### config.mk
export PLATFORM = sky130hd
export DESIGN_NAME = cfg_table_seq
export DESIGN_NICKNAME = d
export VERILOG_FILES = /design/src/rtl/cfg_pkg.sv /design/src/rtl/cfg_table_rom.sv /design/src/rtl/cfg_table_seq.sv
export SDC_FILE = /design/constraint.sdc
export NUM_CORES = 1
export LEC_CHECK = 0
export ABC_AREA = 1
export CAP_MARGIN = 15
export CELL_PAD_IN_SITES_DETAIL_PLACEMENT = 1
export CELL_PAD_IN_SITES_GLOBAL_PLACEMENT = 1
export CORE_MARGIN = 2
export CORE_UTILIZATION = 33
export DETAILED_ROUTE_END_ITERATION = 10
export PLACE_DENSITY_LB_ADDON = 0.1
export SYNTH_ARGS = -nofsm -noshare
export SYNTH_HDL_FRONTEND = slang
export SYNTH_HIERARCHICAL = 1
export SYNTH_SLANG_ARGS = --single-unit
### constraint.sdc
create_clock -name clk_20 -period 2.2 [get_ports clk_20]
set_clock_uncertainty 0.15 [all_clocks]
set_input_delay 0.33 -clock clk_20 [delete_from_list [all_inputs] [get_ports clk_20]]
set_output_delay 0.33 -clock clk_20 [all_outputs]
set_load 0.02 [all_outputs]
### src/rtl/cfg_pkg.sv
`timescale 1ns/1ps
// Shared types and constants for the configuration-table sequencer: FSM states,
// table entry layout and SPI instruction-word field positions.
package cfg_pkg;

   localparam int WORD_W        = 24;
   localparam int WORD_RNW_BIT  = 23;
   localparam int WORD_LEN_LSB  = 21;
   localparam int WORD_ADDR_LSB = 8;
   localparam int WORD_DATA_LSB = 0;
   localparam int CFG_ADDR_W    = 13;
   localparam int CFG_DATA_W    = 8;

   localparam logic [CFG_ADDR_W-1:0] TRANSFER_ADDR = 13'h0FF;

   typedef enum logic [3:0] {
      S_IDLE,
      S_WR,
      S_WR_ACK,
      S_WR_FIN,
      S_RD,
      S_RD_ACK,
      S_RD_FIN,
      S_CHECK,
      S_NEXT,
      S_DONE,
      S_ERR
   } cfg_state_e;

   typedef struct packed {
      logic                  verify;
      logic [CFG_ADDR_W-1:0] addr;
      logic [CFG_DATA_W-1:0] data;
   } cfg_entry_t;

   // Single-byte instruction word; reads always carry a zero data byte.
   function automatic logic [WORD_W-1:0] cfg_word(input logic                  rnw,
                                                  input logic [CFG_ADDR_W-1:0] addr,
                                                  input logic [CFG_DATA_W-1:0] data);
      logic [WORD_W-1:0] w;
      w                                = '0;
      w[WORD_RNW_BIT]                  = rnw;
      w[WORD_LEN_LSB +: 2]             = 2'b00;
      w[WORD_ADDR_LSB +: CFG_ADDR_W]   = addr;
      w[WORD_DATA_LSB +: CFG_DATA_W]   = rnw ? '0 : data;
      return w;
   endfunction

endpackage

### src/rtl/cfg_table_rom.sv
`timescale 1ns/1ps
// Constant register table: combinational index -> {verify, addr, data}.
// The final entry is always the transfer-register write that commits the set.
module cfg_table_rom
   import cfg_pkg::*;
#(
   parameter int TABLE_DEPTH = 16,
   parameter int IDX_W       = $clog2(TABLE_DEPTH)
) (
   input  logic [IDX_W-1:0] i_idx,
   output cfg_entry_t       o_entry
);

   always_comb begin
      o_entry = '{verify: 1'b0, addr: TRANSFER_ADDR, data: 8'h01};
      case (int'(i_idx))
         0:       o_entry = '{1'b1, 13'h000, 8'h18};
         1:       o_entry = '{1'b0, 13'h001, 8'h00};
         2:       o_entry = '{1'b1, 13'h010, 8'h7C};
         3:       o_entry = '{1'b1, 13'h011, 8'h05};
         4:       o_entry = '{1'b0, 13'h012, 8'h20};
         5:       o_entry = '{1'b1, 13'h013, 8'h3A};
         6:       o_entry = '{1'b1, 13'h014, 8'h0F};
         7:       o_entry = '{1'b0, 13'h015, 8'h44};
         8:       o_entry = '{1'b1, 13'h016, 8'h81};
         9:       o_entry = '{1'b1, 13'h017, 8'h00};
         10:      o_entry = '{1'b0, 13'h018, 8'h5A};
         11:      o_entry = '{1'b1, 13'h019, 8'hA5};
         12:      o_entry = '{1'b1, 13'h01A, 8'h33};
         13:      o_entry = '{1'b0, 13'h01B, 8'hC0};
         14:      o_entry = '{1'b1, 13'h020, 8'h02};
         default: o_entry = '{1'b0, TRANSFER_ADDR, 8'h01};
      endcase
   end

endmodule

### src/rtl/cfg_table_seq.sv
`timescale 1ns/1ps
// Configuration table sequencer: on a start edge, writes every ROM entry through the
// shared SPI master, reads back entries marked verify, retries, and reports done/err.
module cfg_table_seq
   import cfg_pkg::*;
#(
   parameter int MOSI_DATA_WIDTH = 24,
   parameter int MISO_DATA_WIDTH = 8,
   parameter int TABLE_DEPTH     = 16,
   parameter int MAX_RETRY       = 3,
   parameter int TIMEOUT_CYC     = 4096
) (
   input  logic                           clk_20,
   input  logic                           rst,
   input  logic                           i_cfg_start,
   output logic                           o_cfg_go,
   output logic                           o_cfg_done,
   output logic                           o_cfg_err,
   output logic [$clog2(TABLE_DEPTH)-1:0] o_err_idx,
   output logic                           o_spi_wr_cmd,
   output logic                           o_spi_rd_cmd,
   output logic [MOSI_DATA_WIDTH-1:0]     o_spi_wr_data,
   input  logic [MISO_DATA_WIDTH-1:0]     i_spi_rd_data,
   input  logic                           i_spi_busy
);

   localparam int IDX_W   = $clog2(TABLE_DEPTH);
   localparam int RETRY_W = $clog2(MAX_RETRY) + 1;
   localparam int TMO_W   = $clog2(TIMEOUT_CYC) + 1;

   cfg_state_e                 state_q, state_d;
   logic [IDX_W-1:0]           idx_q, idx_d;
   logic [RETRY_W-1:0]         retry_q, retry_d;
   logic [TMO_W-1:0]           tmo_q, tmo_d;
   logic                       start_q;
   logic [MISO_DATA_WIDTH-1:0] rd_data_q, rd_data_d;
   logic                       start_rise;
   logic                       tmo_hit;
   logic                       wr_cmd, rd_cmd;
   logic [WORD_W-1:0]          word;
   cfg_entry_t                 entry;

   cfg_table_rom #(
      .TABLE_DEPTH(TABLE_DEPTH),
      .IDX_W      (IDX_W)
   ) u_rom (
      .i_idx  (idx_q),
      .o_entry(entry)
   );

   assign start_rise = i_cfg_start & ~start_q;
   assign tmo_hit    = (tmo_q == TMO_W'(TIMEOUT_CYC - 1));

   always_ff @(posedge clk_20) begin
      if (rst) begin
         state_q <= S_IDLE;
         idx_q   <= '0;
         retry_q <= '0;
         tmo_q   <= '0;
         start_q <= 1'b0;
      end else begin
         state_q <= state_d;
         idx_q   <= idx_d;
         retry_q <= retry_d;
         tmo_q   <= tmo_d;
         start_q <= i_cfg_start;
      end
      rd_data_q <= rd_data_d;
   end

   always_comb begin
      state_d   = state_q;
      idx_d     = idx_q;
      retry_d   = retry_q;
      tmo_d     = tmo_q;
      rd_data_d = rd_data_q;
      wr_cmd    = 1'b0;
      rd_cmd    = 1'b0;
      case (state_q)
         S_IDLE: begin
            if (start_rise) begin
               idx_d   = '0;
               retry_d = '0;
               state_d = S_WR;
            end
         end
         // Commands only launch onto an idle bus; the pulse coincides with the exit.
         S_WR: begin
            if (!i_spi_busy) begin
               wr_cmd  = 1'b1;
               tmo_d   = '0;
               state_d = S_WR_ACK;
            end
         end
         S_WR_ACK: begin
            if (i_spi_busy) begin
               tmo_d   = '0;
               state_d = S_WR_FIN;
            end else if (tmo_hit) state_d = S_ERR;
            else                  tmo_d   = tmo_q + TMO_W'(1);
         end
         S_WR_FIN: begin
            if (!i_spi_busy)  state_d = entry.verify ? S_RD : S_NEXT;
            else if (tmo_hit) state_d = S_ERR;
            else              tmo_d   = tmo_q + TMO_W'(1);
         end
         S_RD: begin
            if (!i_spi_busy) begin
               rd_cmd  = 1'b1;
               tmo_d   = '0;
               state_d = S_RD_ACK;
            end
         end
         S_RD_ACK: begin
            if (i_spi_busy) begin
               tmo_d   = '0;
               state_d = S_RD_FIN;
            end else if (tmo_hit) state_d = S_ERR;
            else                  tmo_d   = tmo_q + TMO_W'(1);
         end
         S_RD_FIN: begin
            if (!i_spi_busy) begin
               rd_data_d = i_spi_rd_data;
               state_d   = S_CHECK;
            end else if (tmo_hit) state_d = S_ERR;
            else                  tmo_d   = tmo_q + TMO_W'(1);
         end
         S_CHECK: begin
            if (rd_data_q == MISO_DATA_WIDTH'(entry.data)) state_d = S_NEXT;
            else if (retry_q < RETRY_W'(MAX_RETRY - 1)) begin
               retry_d = retry_q + RETRY_W'(1);
               state_d = S_WR;
            end else state_d = S_ERR;
         end
         S_NEXT: begin
            retry_d = '0;
            if (idx_q == IDX_W'(TABLE_DEPTH - 1)) state_d = S_DONE;
            else begin
               idx_d   = idx_q + IDX_W'(1);
               state_d = S_WR;
            end
         end
         S_DONE, S_ERR: begin
            if (!i_cfg_start) state_d = S_IDLE;
         end
         default: state_d = S_IDLE;
      endcase
   end

   // The word follows the current entry from the command cycle until the _FIN exit.
   always_comb begin
      word = '0;
      case (state_q)
         S_WR, S_WR_ACK, S_WR_FIN: word = cfg_word(1'b0, entry.addr, entry.data);
         S_RD, S_RD_ACK, S_RD_FIN: word = cfg_word(1'b1, entry.addr, entry.data);
         default:                  word = '0;
      endcase
   end

   assign o_spi_wr_data = MOSI_DATA_WIDTH'(word);
   assign o_spi_wr_cmd  = wr_cmd;
   assign o_spi_rd_cmd  = rd_cmd;
   assign o_cfg_go      = !(state_q inside {S_IDLE, S_DONE, S_ERR});
   assign o_cfg_done    = (state_q == S_DONE);
   assign o_cfg_err     = (state_q == S_ERR);
   assign o_err_idx     = (state_q == S_ERR) ? idx_q : '0;

endmodule

==> flow_metrics.env <==
export IMPL_port_buffers=37
export IMPL_maxCapViolations=0
export IMPL_rsz0062_at_grt="yes"
export IMPL_hold_depth=2
export IMPL_worst_path_stages=16
export IMPL_netlist_top_cells_area="dfxtp_1 19%, nand2_1 15%, nor2_1 11%"
export IMPL_drive_gt1_frac=0.285
export IMPL_io_pins=45
export IMPL_ys_seq_area_frac=0.286
export IMPL_leakagePower_nw=1.73
export IMPL_drv_slew=0
export IMPL_crit_fanout=4
export IMPL_arrival_ns=2.22
export IMPL_nFillCells=1045
export IMPL_startpoint_type="flip-flop"
export IMPL_die_w_um=92.7
export IMPL_synth_seq_cells=33
export IMPL_crit_slowest_cell="dfxtp_2"
export IMPL_placed_cells=597
export IMPL_finalWeightedCongestion=0.881
export IMPL_grt_pass1_wl_mm=13.2
export IMPL_grt_pass1_vias=2938
export IMPL_die_area_sq_mm=0.00858
export IMPL_cts_root_buffer="clkbuf_8"
export IMPL_grt_max_degree=11
export IMPL_synth_top_area_frac=0.193
export IMPL_ant_nets=0
export IMPL_synth_warnings=6
export IMPL_cts_max_level=2
export IMPL_overflow=0
export IMPL_finalSetupViolations=0
export IMPL_clock_path_buffers=2
export IMPL_min_delay_start="tmo_q[11]$_SDFFE_PP0P_"
export IMPL_fin_tns_setup_ns=0
export IMPL_critPathRequiredTime_ns=2.28
export IMPL_critPathCaptureType="flip-flop"
export IMPL_vias_per_cell=4.66
export IMPL_synth_distinct_cells=39
export IMPL_route_detailed_drc=0
export IMPL_cpPeakStageDelay_ns=0.34
export IMPL_synth_top_area_cell="dfxtp_1"
export IMPL_final_cell_count_no_fill=611
export IMPL_crit_buf_inv=2
export IMPL_clock_sinks=33
export IMPL_cpMostUsedCell="nand2_2"
export IMPL_first_pass_iters=4
export IMPL_post_route_period_util=0.974
export IMPL_r2r_cells=16
export IMPL_status="finished, final reports clean"
export IMPL_hold_viol=0
export IMPL_cts_buffers=5
export IMPL_critPathTopFamily="simple AND/OR/NAND/NOR gates"
export IMPL_wl_mm=8.07
export IMPL_wire_per_inst_um=13.2
export IMPL_critical_path_class="flip-flop to flip-flop"
export IMPL_coreArea_sq_mm=0.00769
export IMPL_syn_area_sq_mm=0.00259
export IMPL_ctsHoldBuffers=0
export IMPL_min_path_type="flip-flop to flip-flop"
export IMPL_initial_core_util=0.337
export IMPL_dr_first_iter_drc_count=66
export IMPL_hpwl_mm=6.29
export IMPL_syn_area_per_cell_sq_um=6.16
export IMPL_die_h_um=92.7
export IMPL_peakVddDrop_mv=0.564
export IMPL_syn2layout_area_growth_pct=38.1
export IMPL_fmax_mhz=466
export IMPL_power_density_mw_per_mm2=871
export IMPL_num_rows=32
export IMPL_worstSkewPairLatency_ns=0.29
export IMPL_crit_chain="inv_2, buf_6, ha_4, nand2_2, nor2_1, nor2_1, nand2_2, xnor2_2, nand2_1, nor2_2, nand2_2, nand2_2, nand2_2, o21ai_2, nand2_1, a21oi_2"
export IMPL_cts_tree="done"
export IMPL_tightest_slew_ns=0.545
export IMPL_relSlewSlack=0.636
export IMPL_antennaDiodeCount=0
export IMPL_path_clk_slew_ns=0.07
export IMPL_grt_use_total=0.191
export IMPL_min_period_ns=2.14
export IMPL_vias=2849
export IMPL_r2r_start="idx_q[1]$_SDFFE_PP0P_"
export IMPL_synth_cells=421
export IMPL_layout_nets=530
export IMPL_crit_start="idx_q[1]$_SDFFE_PP0P_"
export IMPL_antenna_found_initial=0
-- Yosys cell counts, drive strengths merged --
cell,instances
a211oi,1
a21boi,1
a21oi,18
a31oi,1
and3,1
buf,12
clkbuf,2
clkinv,1
conb,2
dfxtp,25
edfxtp,8
ha,10
inv,79
nand2,111
nand3,19
nand4,6
nor2,86
nor3,5
o211a,1
o211ai,1
o21ai,17
o21bai,1
o22ai,3
o31ai,1
or2,1
xnor2,7
xor2,1
-- area by class of cell --
| class | count | area (sq um) | area share |
|---|---|---|---|
| repair buffers | 88 | 698 | 0.195 |
| clock buffers | 5 | 68.8 | 0.0192 |
| clock inverters | 3 | 12.5 | 0.00349 |
| multi-input cells | 300 | 1620 | 0.453 |
| inverters | 80 | 303 | 0.0846 |
| well taps | 102 | 128 | 0.0356 |
| flip-flops and latches | 33 | 748 | 0.209 |
-- path summary, 6_finish.rpt --
| kind | slack (ns) | to |
|---|---|---|
| setup / recovery | 0.06 | retry_q[1]$_SDFFE_PP0P_ |
| hold / removal | 0.30 | tmo_q[11]$_SDFFE_PP0P_ |
| setup reg to reg | 0.06 | retry_q[1]$_SDFFE_PP0P_ |
| hold reg to reg | 0.30 | tmo_q[11]$_SDFFE_PP0P_ |
-- power by group --
part,switching (W),internal [W]
Combinational,0.00117,0.000787
Sequential,0.0000420,0.000676
Clock,0.000234,0.000213
Total,0.00144,0.00168
-- worst register-to-register path, cell delays in order (launching register included) --
cell,delay (ns)
dfxtp_2,0.34
inv_2,0.05
buf_6,0.12
ha_4,0.15
nand2_2,0.08
nor2_1,0.04
nor2_1,0.14
nand2_2,0.10
xnor2_2,0.17
nand2_1,0.08
nor2_2,0.10
nand2_2,0.10
nand2_2,0.10
nand2_2,0.06
o21ai_2,0.09
nand2_1,0.09
a21oi_2,0.13
-- cell usage in the layout (no fill, tap or decap), types with 9 or more instances in the layout --
master | netlist | final
dfxtp_1 | 25 | 21
a21oi_1 | 15 | 13
clkdlybuf4s50_1 | 0 | 11
nor2_1 | 78 | 73
buf_4 | 9 | 47
buf_2 | 1 | 11
o21ai_0 | 11 | 9
nand3_1 | 19 | 16
inv_1 | 68 | 61
nand2_1 | 105 | 95
inv_2 | 11 | 18
nand2_2 | 5 | 14
-- timing repair --
action | in CTS | in global routing
gates resized for setup | 80 | 55
pin swaps | 6 | 26
gates cloned | 0 | 1
setup buffers | 0 | 5
endpoints found under the setup margin | 31 | 31
-- flip-flops by register name, summed over array words and instances (netlist names) --
register   flops
idx_q          4
state_q        4
start_q        1
tmo_q         13
retry_q        3
rd_data_q      8
-- per-layer routing --
layer / up-vias / track usage / routed length (um)
li1: 1450 / - / -
met1: 1344 / 0.220 / 3550
met2: 39 / 0.359 / 4120
met3: 16 / 0.0285 / 206
met4: 0 / 0.0637 / 201
met5: - / 0 / 0
-- per-stage QoR --
stage | hold WS [ns] | util | worst slack, ns | area (sq um) | total power (W)
after floorplan | 0.271 | - | 0.0314 | 2610 | 0.00176
after global placement | 0.284 | 0.436 | -0.0739 | 3350 | 0.00242
after detailed placement | 0.288 | 0.436 | -0.131 | 3350 | 0.00246
after CTS | 0.300 | 0.450 | 0.000932 | 3460 | 0.00296
after global routing | 0.343 | 0.466 | -0.129 | 3580 | 0.00339
final | 0.300 | 0.466 | 0.0561 | 3580 | 0.00312
-- cell families after synthesis --
| logic type | synth area share |
|---|---|
| buffers and inverters | 0.155 |
| AOI/OAI and AO/OA | 0.107 |
| other | 0.00290 |
| adders and majority gates | 0.0482 |
| and+or+nand+nor | 0.374 |
| DFF | 0.286 |
| xor gates and xnor gates | 0.0270 |
Note: power is estimated with default switching activity, not from simulation.
